[src/rtl/alu_sequencer.sv]
// alu_sequencer: multi-cycle control FSM that steps one instruction through T0..T3
// and drives register-file enables, bus selects and the ALU op code.
module alu_sequencer #(
    parameter int          DATA_W = 16,
    parameter int          NREG   = 8,
    parameter logic [3:0]  OP_MV  = 4'd0,
    parameter logic [3:0]  OP_MVI = 4'd1
) (
    input  logic              i_clk,
    input  logic              i_rst,
    input  logic              i_run,
    input  logic [DATA_W-1:0] i_din,
    output logic              o_irin,
    output logic [NREG-1:0]   o_rin,
    output logic [NREG-1:0]   o_rout,
    output logic              o_dinout,
    output logic              o_ain,
    output logic              o_gin,
    output logic              o_gout,
    output logic [3:0]        o_alu_op,
    output logic              o_done,
    output logic              o_illegal
);
    typedef enum logic [1:0] {T0, T1, T2, T3} state_t;

    state_t            r_state, w_next;
    logic [DATA_W-1:0] r_ir;
    logic [3:0]        w_op;
    logic [NREG-1:0]   w_rx, w_ry;
    logic              w_alu;
    logic              w_unused;

    assign w_op     = r_ir[15:12];
    assign w_rx     = NREG'(1) << r_ir[11:9];
    assign w_ry     = NREG'(1) << r_ir[8:6];
    assign w_alu    = (w_op >= 4'd5) && (w_op <= 4'd10);
    assign w_unused = ^r_ir[5:0];

    always_ff @(posedge i_clk) begin
        if (i_rst) begin
            r_state <= T0;
            r_ir    <= '0;
        end else begin
            r_state <= w_next;
            if (o_irin) r_ir <= i_din;
        end
    end

    always_comb begin
        w_next    = r_state;
        o_irin    = 1'b0;
        o_rin     = '0;
        o_rout    = '0;
        o_dinout  = 1'b0;
        o_ain     = 1'b0;
        o_gin     = 1'b0;
        o_gout    = 1'b0;
        o_alu_op  = 4'd0;
        o_done    = 1'b0;
        o_illegal = 1'b0;
        case (r_state)
            T0: begin
                o_irin = i_run;
                w_next = i_run ? T1 : T0;
            end
            T1: begin
                if (w_op == OP_MV) begin
                    o_rout = w_ry;
                    o_rin  = w_rx;
                    o_done = 1'b1;
                    w_next = T0;
                end else if (w_op == OP_MVI) begin
                    o_dinout = 1'b1;
                    o_rin    = w_rx;
                    o_done   = 1'b1;
                    w_next   = T0;
                end else if (w_alu) begin
                    o_rout = w_rx;
                    o_ain  = 1'b1;
                    w_next = T2;
                end else begin
                    o_done    = 1'b1;
                    o_illegal = 1'b1;
                    w_next    = T0;
                end
            end
            T2: begin
                o_rout   = w_ry;
                o_gin    = 1'b1;
                o_alu_op = w_op;
                w_next   = T3;
            end
            T3: begin
                o_gout = 1'b1;
                o_rin  = w_rx;
                o_done = 1'b1;
                w_next = T0;
            end
        endcase
        // Reset masks every strobe so nothing is written while the datapath settles.
        if (i_rst) begin
            o_irin    = 1'b0;
            o_rin     = '0;
            o_rout    = '0;
            o_dinout  = 1'b0;
            o_ain     = 1'b0;
            o_gin     = 1'b0;
            o_gout    = 1'b0;
            o_alu_op  = 4'd0;
            o_done    = 1'b0;
            o_illegal = 1'b0;
        end
    end
endmodule

[config.mk]
export PLATFORM = sky130hd
export DESIGN_NAME = alu_sequencer
export DESIGN_NICKNAME = d
export VERILOG_FILES = /design/src/rtl/alu_sequencer.sv
export SDC_FILE = /design/constraint.sdc
export NUM_CORES = 1
export LEC_CHECK = 0
export ABC_CLOCK_PERIOD_IN_PS = 3900
export BUFFER_PORTS_ARGS = -buffer_cell sky130_fd_sc_hd__buf_2
export CAP_MARGIN = 20
export CORE_MARGIN = 10
export CORE_UTILIZATION = 46
export DETAILED_ROUTE_END_ITERATION = 10
export PLACE_DENSITY = 0.82
export RECOVER_POWER = 50
export SYNTH_ARGS = -nofsm -noshare
export SYNTH_HDL_FRONTEND = slang
export SYNTH_SLANG_ARGS = --single-unit
[constraint.sdc]
create_clock -name i_clk -period 3.9 [get_ports i_clk]
set_input_delay 0.78 -clock i_clk [delete_from_list [all_inputs] [get_ports i_clk]]
set_output_delay 0.78 -clock i_clk [all_outputs]
set_load 0.02 [all_outputs]
== Word-level counts from Yosys, hierarchy flattened ==
Cells that the tools add are included.
Widths: inputs -> output; s select.
Storage, ports and cells
  bits in registers: 18
  bits of input ports: 19
  output and inout bits: 27
  logic and storage cells: 53
Operators by class
  $lt $le $gt $ge: 2
  equal/unequal tests: 4
  shifts and indexed selects: 2
  mux-type cells: 40
  reduce and logical (&&, ||, !) cells: 3
Operators by type and width (number)
  $mux 8: 7
  $pmux 8 s2: 2
  $mux 1: 24
  $shl 1x3->8 const A: 2
  $mux 4: 2
  $pmux 2 s4: 1
  $mux 2: 3
  $eq 2x2->1 const B: 2
  $eq 4x1->1 const B: 1
  $ge 4x3->1 const B: 1
  $le 4x4->1 const B: 1
  $logic_not 4->1: 1
  $eq 2x1->1 const B: 1
  $logic_not 2->1: 1
  $pmux 1 s2: 1
  $logic_and 1x1->1: 1

== Logic depth before layout (Yosys ltp) ==
  word-level depth: 7
  depth in mapped cells: 6
  gate-level depth less buffers: 6

== Worst setup path before layout ==
No wires, ideal clock.
  path type: input to output
  from: input i_rst
  to: output o_dinout
  arrival: 1748 ps
  data required time: 3120 ps
  setup slack: 1372 ps
  cell stages on the path: 3
  buffers on the path: 1
  cells stage by stage: clkbuf_1 nand3b_1 nor4_1
Between the ends
  cells in the longest elaborated chain, start to end: 1
Ends and longest elaborated chain
  from (decl): line 10  | input logic i_rst,
  $mux 1: line 101  | if (i_rst) begin
  to (decl): line 16  | output logic o_dinout,
No other way between the ends.

== Worst setup path after layout ==
  from: input i_rst
  to: output o_rout[0]
Between the ends
  cells in the longest elaborated chain, start to end: 1
Ends and longest elaborated chain
  $mux 8: line 101
  to (decl): line 15  | output logic [NREG-1:0] o_rout,
No other way between the ends.

==> flow_summary_export.csv <==
group,metric,value,unit
yosys,synth_warnings,0,
cells_and_area,syn_to_final_growth,28.72,%
timing,worst_pin_slew,0.8914,ns
critical_path,crit_path_end,"o_rout[0]",
critical_path,crit_required,3.12,ns
critical_path,critical-path-top-delay-family,"simple AND/OR/NAND/NOR gates",
critical_path,r2r_slack,2.52,ns
route,vias_per_cell,5.142,
grt,grt_pass1_vias,878,
critical_path,critPathMaxFanout,22,
cts,clock-sinks,12,
route,drt_iter0_markers,27,
route,wl_per_cell,12.55,um
yosys,ys_ff_latch,12,
yosys,synthFlopType,"dfxtp_1",
route,via_count,941,
critical_path,path_cells,"clkbuf_1, nand2b_1, nor2_1, nand3_1, o32ai_1, buf_2",
cells_and_area,nets,182,
timing,period_needed,2.976,ns
cts,ctsLongestPathBuffers,2,
yosys,syn-mean-instance-area,6.992,um^2
die,pin_count,46,
status,status,"complete, no violations",
critical_path,crit_type,"input port to primary output",
die,die_w,62.53,um
critical_path,cp-start-kind,"input port",
yosys,synthDistinctLibCells,33,
cells_and_area,final_common_cell,"buf_2",
route,routed_wl,2.296,mm
critical_path,startpoint,"i_rst",
die,core,1727,um^2
timing,whs,0.4781,ns
power,finalPower,284.7,uW
timing,slew_viol_final,0,
die,initial_core_util,48.19,%
cells_and_area,drive_gt1_share,28.48,%
place,gp_congestion,0.8421,
route,dr.pass1.iters,4,
yosys,synth_edf_count,0,
cts,cts_buffers,3,
cts,post_cts_resized,0,
critical_path,crit-reg2reg-launch,"r_state[0]$_SDFF_PP0_",
critical_path,rr_endpoint,"r_ir[11]$_SDFFE_PP0P_",
critical_path,slowest_stage,"clkbuf_1",
timing,fin_crit_sh,76.31,%
critical_path,worstSetupPathDepth,6,
die,dieArea,3910,um^2
power,power.density,265.8,nW/um^2
cts,clk_pin_slew,0.07,ns
timing,final.setup.tns,0,ns
timing,clock_skew,0.006541,ns
cts,cts_hold_buf,0,
grt,antenna_found_initial,0,
timing,setup_violations,0,
grt,track_usage,11.30,%
place,place_hpwl,1.868,mm
power,leakagePower,0.0004619,uW
critical_path,cp_num_buf_inv,2,
run,max_cap_violations,0,
timing,worst_slack,0.9241,ns
cts,postCtsSetupRepairBufs,0,
yosys,netlist_instances,119,
cells_and_area,antennaDiodeCount,0,
critical_path,arrival,2.20,ns
timing,rsz0062_at_grt,"false",
hold_path,hp-class,"flip-flop to flip-flop",
yosys,ys_seq_area_share,28.87,%
timing,max-slew-margin-rel,40.57,%
critical_path,slowest_delay,0.35,ns
route,ant_nets,0,
cts,cts_tree,"built",
grt,globalRoute.totalOverflow,0,
timing,hold_viol_final,0,
cts,htreeDepth,1,
timing,fmax,336.0,MHz
place,pre_cts_slack,1.161,ns
die,die_h,62.53,um
die,core.rowCount,15,
critical_path,reg2regPathDepth,5,
grt,grt_pass1_wl,3.884,mm
yosys,netlist_area,832.0,um^2
cells_and_area,layout_common_cells,"32 x buf_2, 25 x nand2_1, 13 x a21oi_1",
grt,grt_max_degree,23,
yosys,synth-async-reset-ratio,0,%
place,numPortBuffers,39,
yosys,syn_nets,142,
power,ir_drop,0.2253,mV
critical_path,critPathCaptureType,"primary output",
cts,clkLatencyLatePin,0.26,ns
cts,cts_root_buf,"clkbuf_4",
route,drcViolationCount,0,
## registers in the layout (all words and copies together) (netlist names), named ones only
signal	flops
r_state	1
r_ir	10
## worst register-to-register path, cell delays in order, from the launching register on
cell	delay, ns
dfxtp_1	0.38
inv_1	0.10
ha_1	0.25
nand2_1	0.32
nand2_1	0.11
a21oi_1	0.15
## report_power, final
part / leakage (uW) / internal (uW) / switching, uW / total, uW
Sequential: 0.0000985 / 129 / 10.7 / 140
Combinational: 0.000342 / 20.1 / 28.9 / 49.0
Clock: 0.0000210 / 56.6 / 39.0 / 95.6
## how the worst min path moves through the flow
stage,startpoint,end,slack [ns],cells after the start
floorplan,r_ir[8]$_SDFFE_PP0P_,r_ir[8]$_SDFFE_PP0P_,0.44,2
finish,r_ir[8]$_SDFFE_PP0P_,r_ir[8]$_SDFFE_PP0P_,0.48,2
global route,r_ir[8]$_SDFFE_PP0P_,r_ir[8]$_SDFFE_PP0P_,0.51,2
detailed placement,r_ir[8]$_SDFFE_PP0P_,r_ir[8]$_SDFFE_PP0P_,0.47,2
global placement,r_ir[8]$_SDFFE_PP0P_,r_ir[8]$_SDFFE_PP0P_,0.46,2
CTS,r_ir[8]$_SDFFE_PP0P_,r_ir[8]$_SDFFE_PP0P_,0.48,2
## cell type report
| class | instances | area (um^2) |
|---|---|---|
| Clock buffer | 4 | 36.28 |
| Sequential cell | 12 | 240.2 |
| Timing Repair Buffer | 39 | 186.4 |
| Inverter | 5 | 18.77 |
| Multi-Input combinational cell | 98 | 558.0 |
| Fill cell | 178 | 655.6 |
| Tap cell | 25 | 31.28 |
## layer usage
metal	vias to the layer above	track usage, %	part of all wire, %
met2	31	18.72	48
met5	-	0	0
met4	0	4.469	1.9
li1	485	-	-
met1	421	13.08	45
met3	4	3.584	5.6
## through the flow
stage	instances	util, %	area, um^2
global route	183	62.03	1071
finish	183	62.03	1071
CTS	183	62.54	1080
floorplan	119	-	832.0
detailed placement	179	60.43	1044
global placement	179	60.43	1044
## cells in the mapped netlist, drive strengths merged (2+ instances only)
cell / count / area (um^2)
nand2: 26 / 100.1
a21oi: 14 / 73.82
dfxtp: 12 / 240.2
nor2: 12 / 47.55
nand2b: 6 / 40.04
o22ai: 6 / 37.54
and2: 5 / 32.53
inv: 5 / 18.77
ha: 4 / 50.05
clkbuf: 3 / 11.26
nand3: 3 / 15.01
nor2b: 3 / 18.77
nor3: 3 / 25.02
o21ai: 3 / 15.01
nand3b: 2 / 15.01
o32ai: 2 / 17.52
## logic make-up after synthesis
family          synth area share, %
simple gates                  40.90
flops                         28.87
compound gates                20.15
buf+inv                       4.060
fa+ha+maj                     6.015
(Power assumes the default switching activity.)
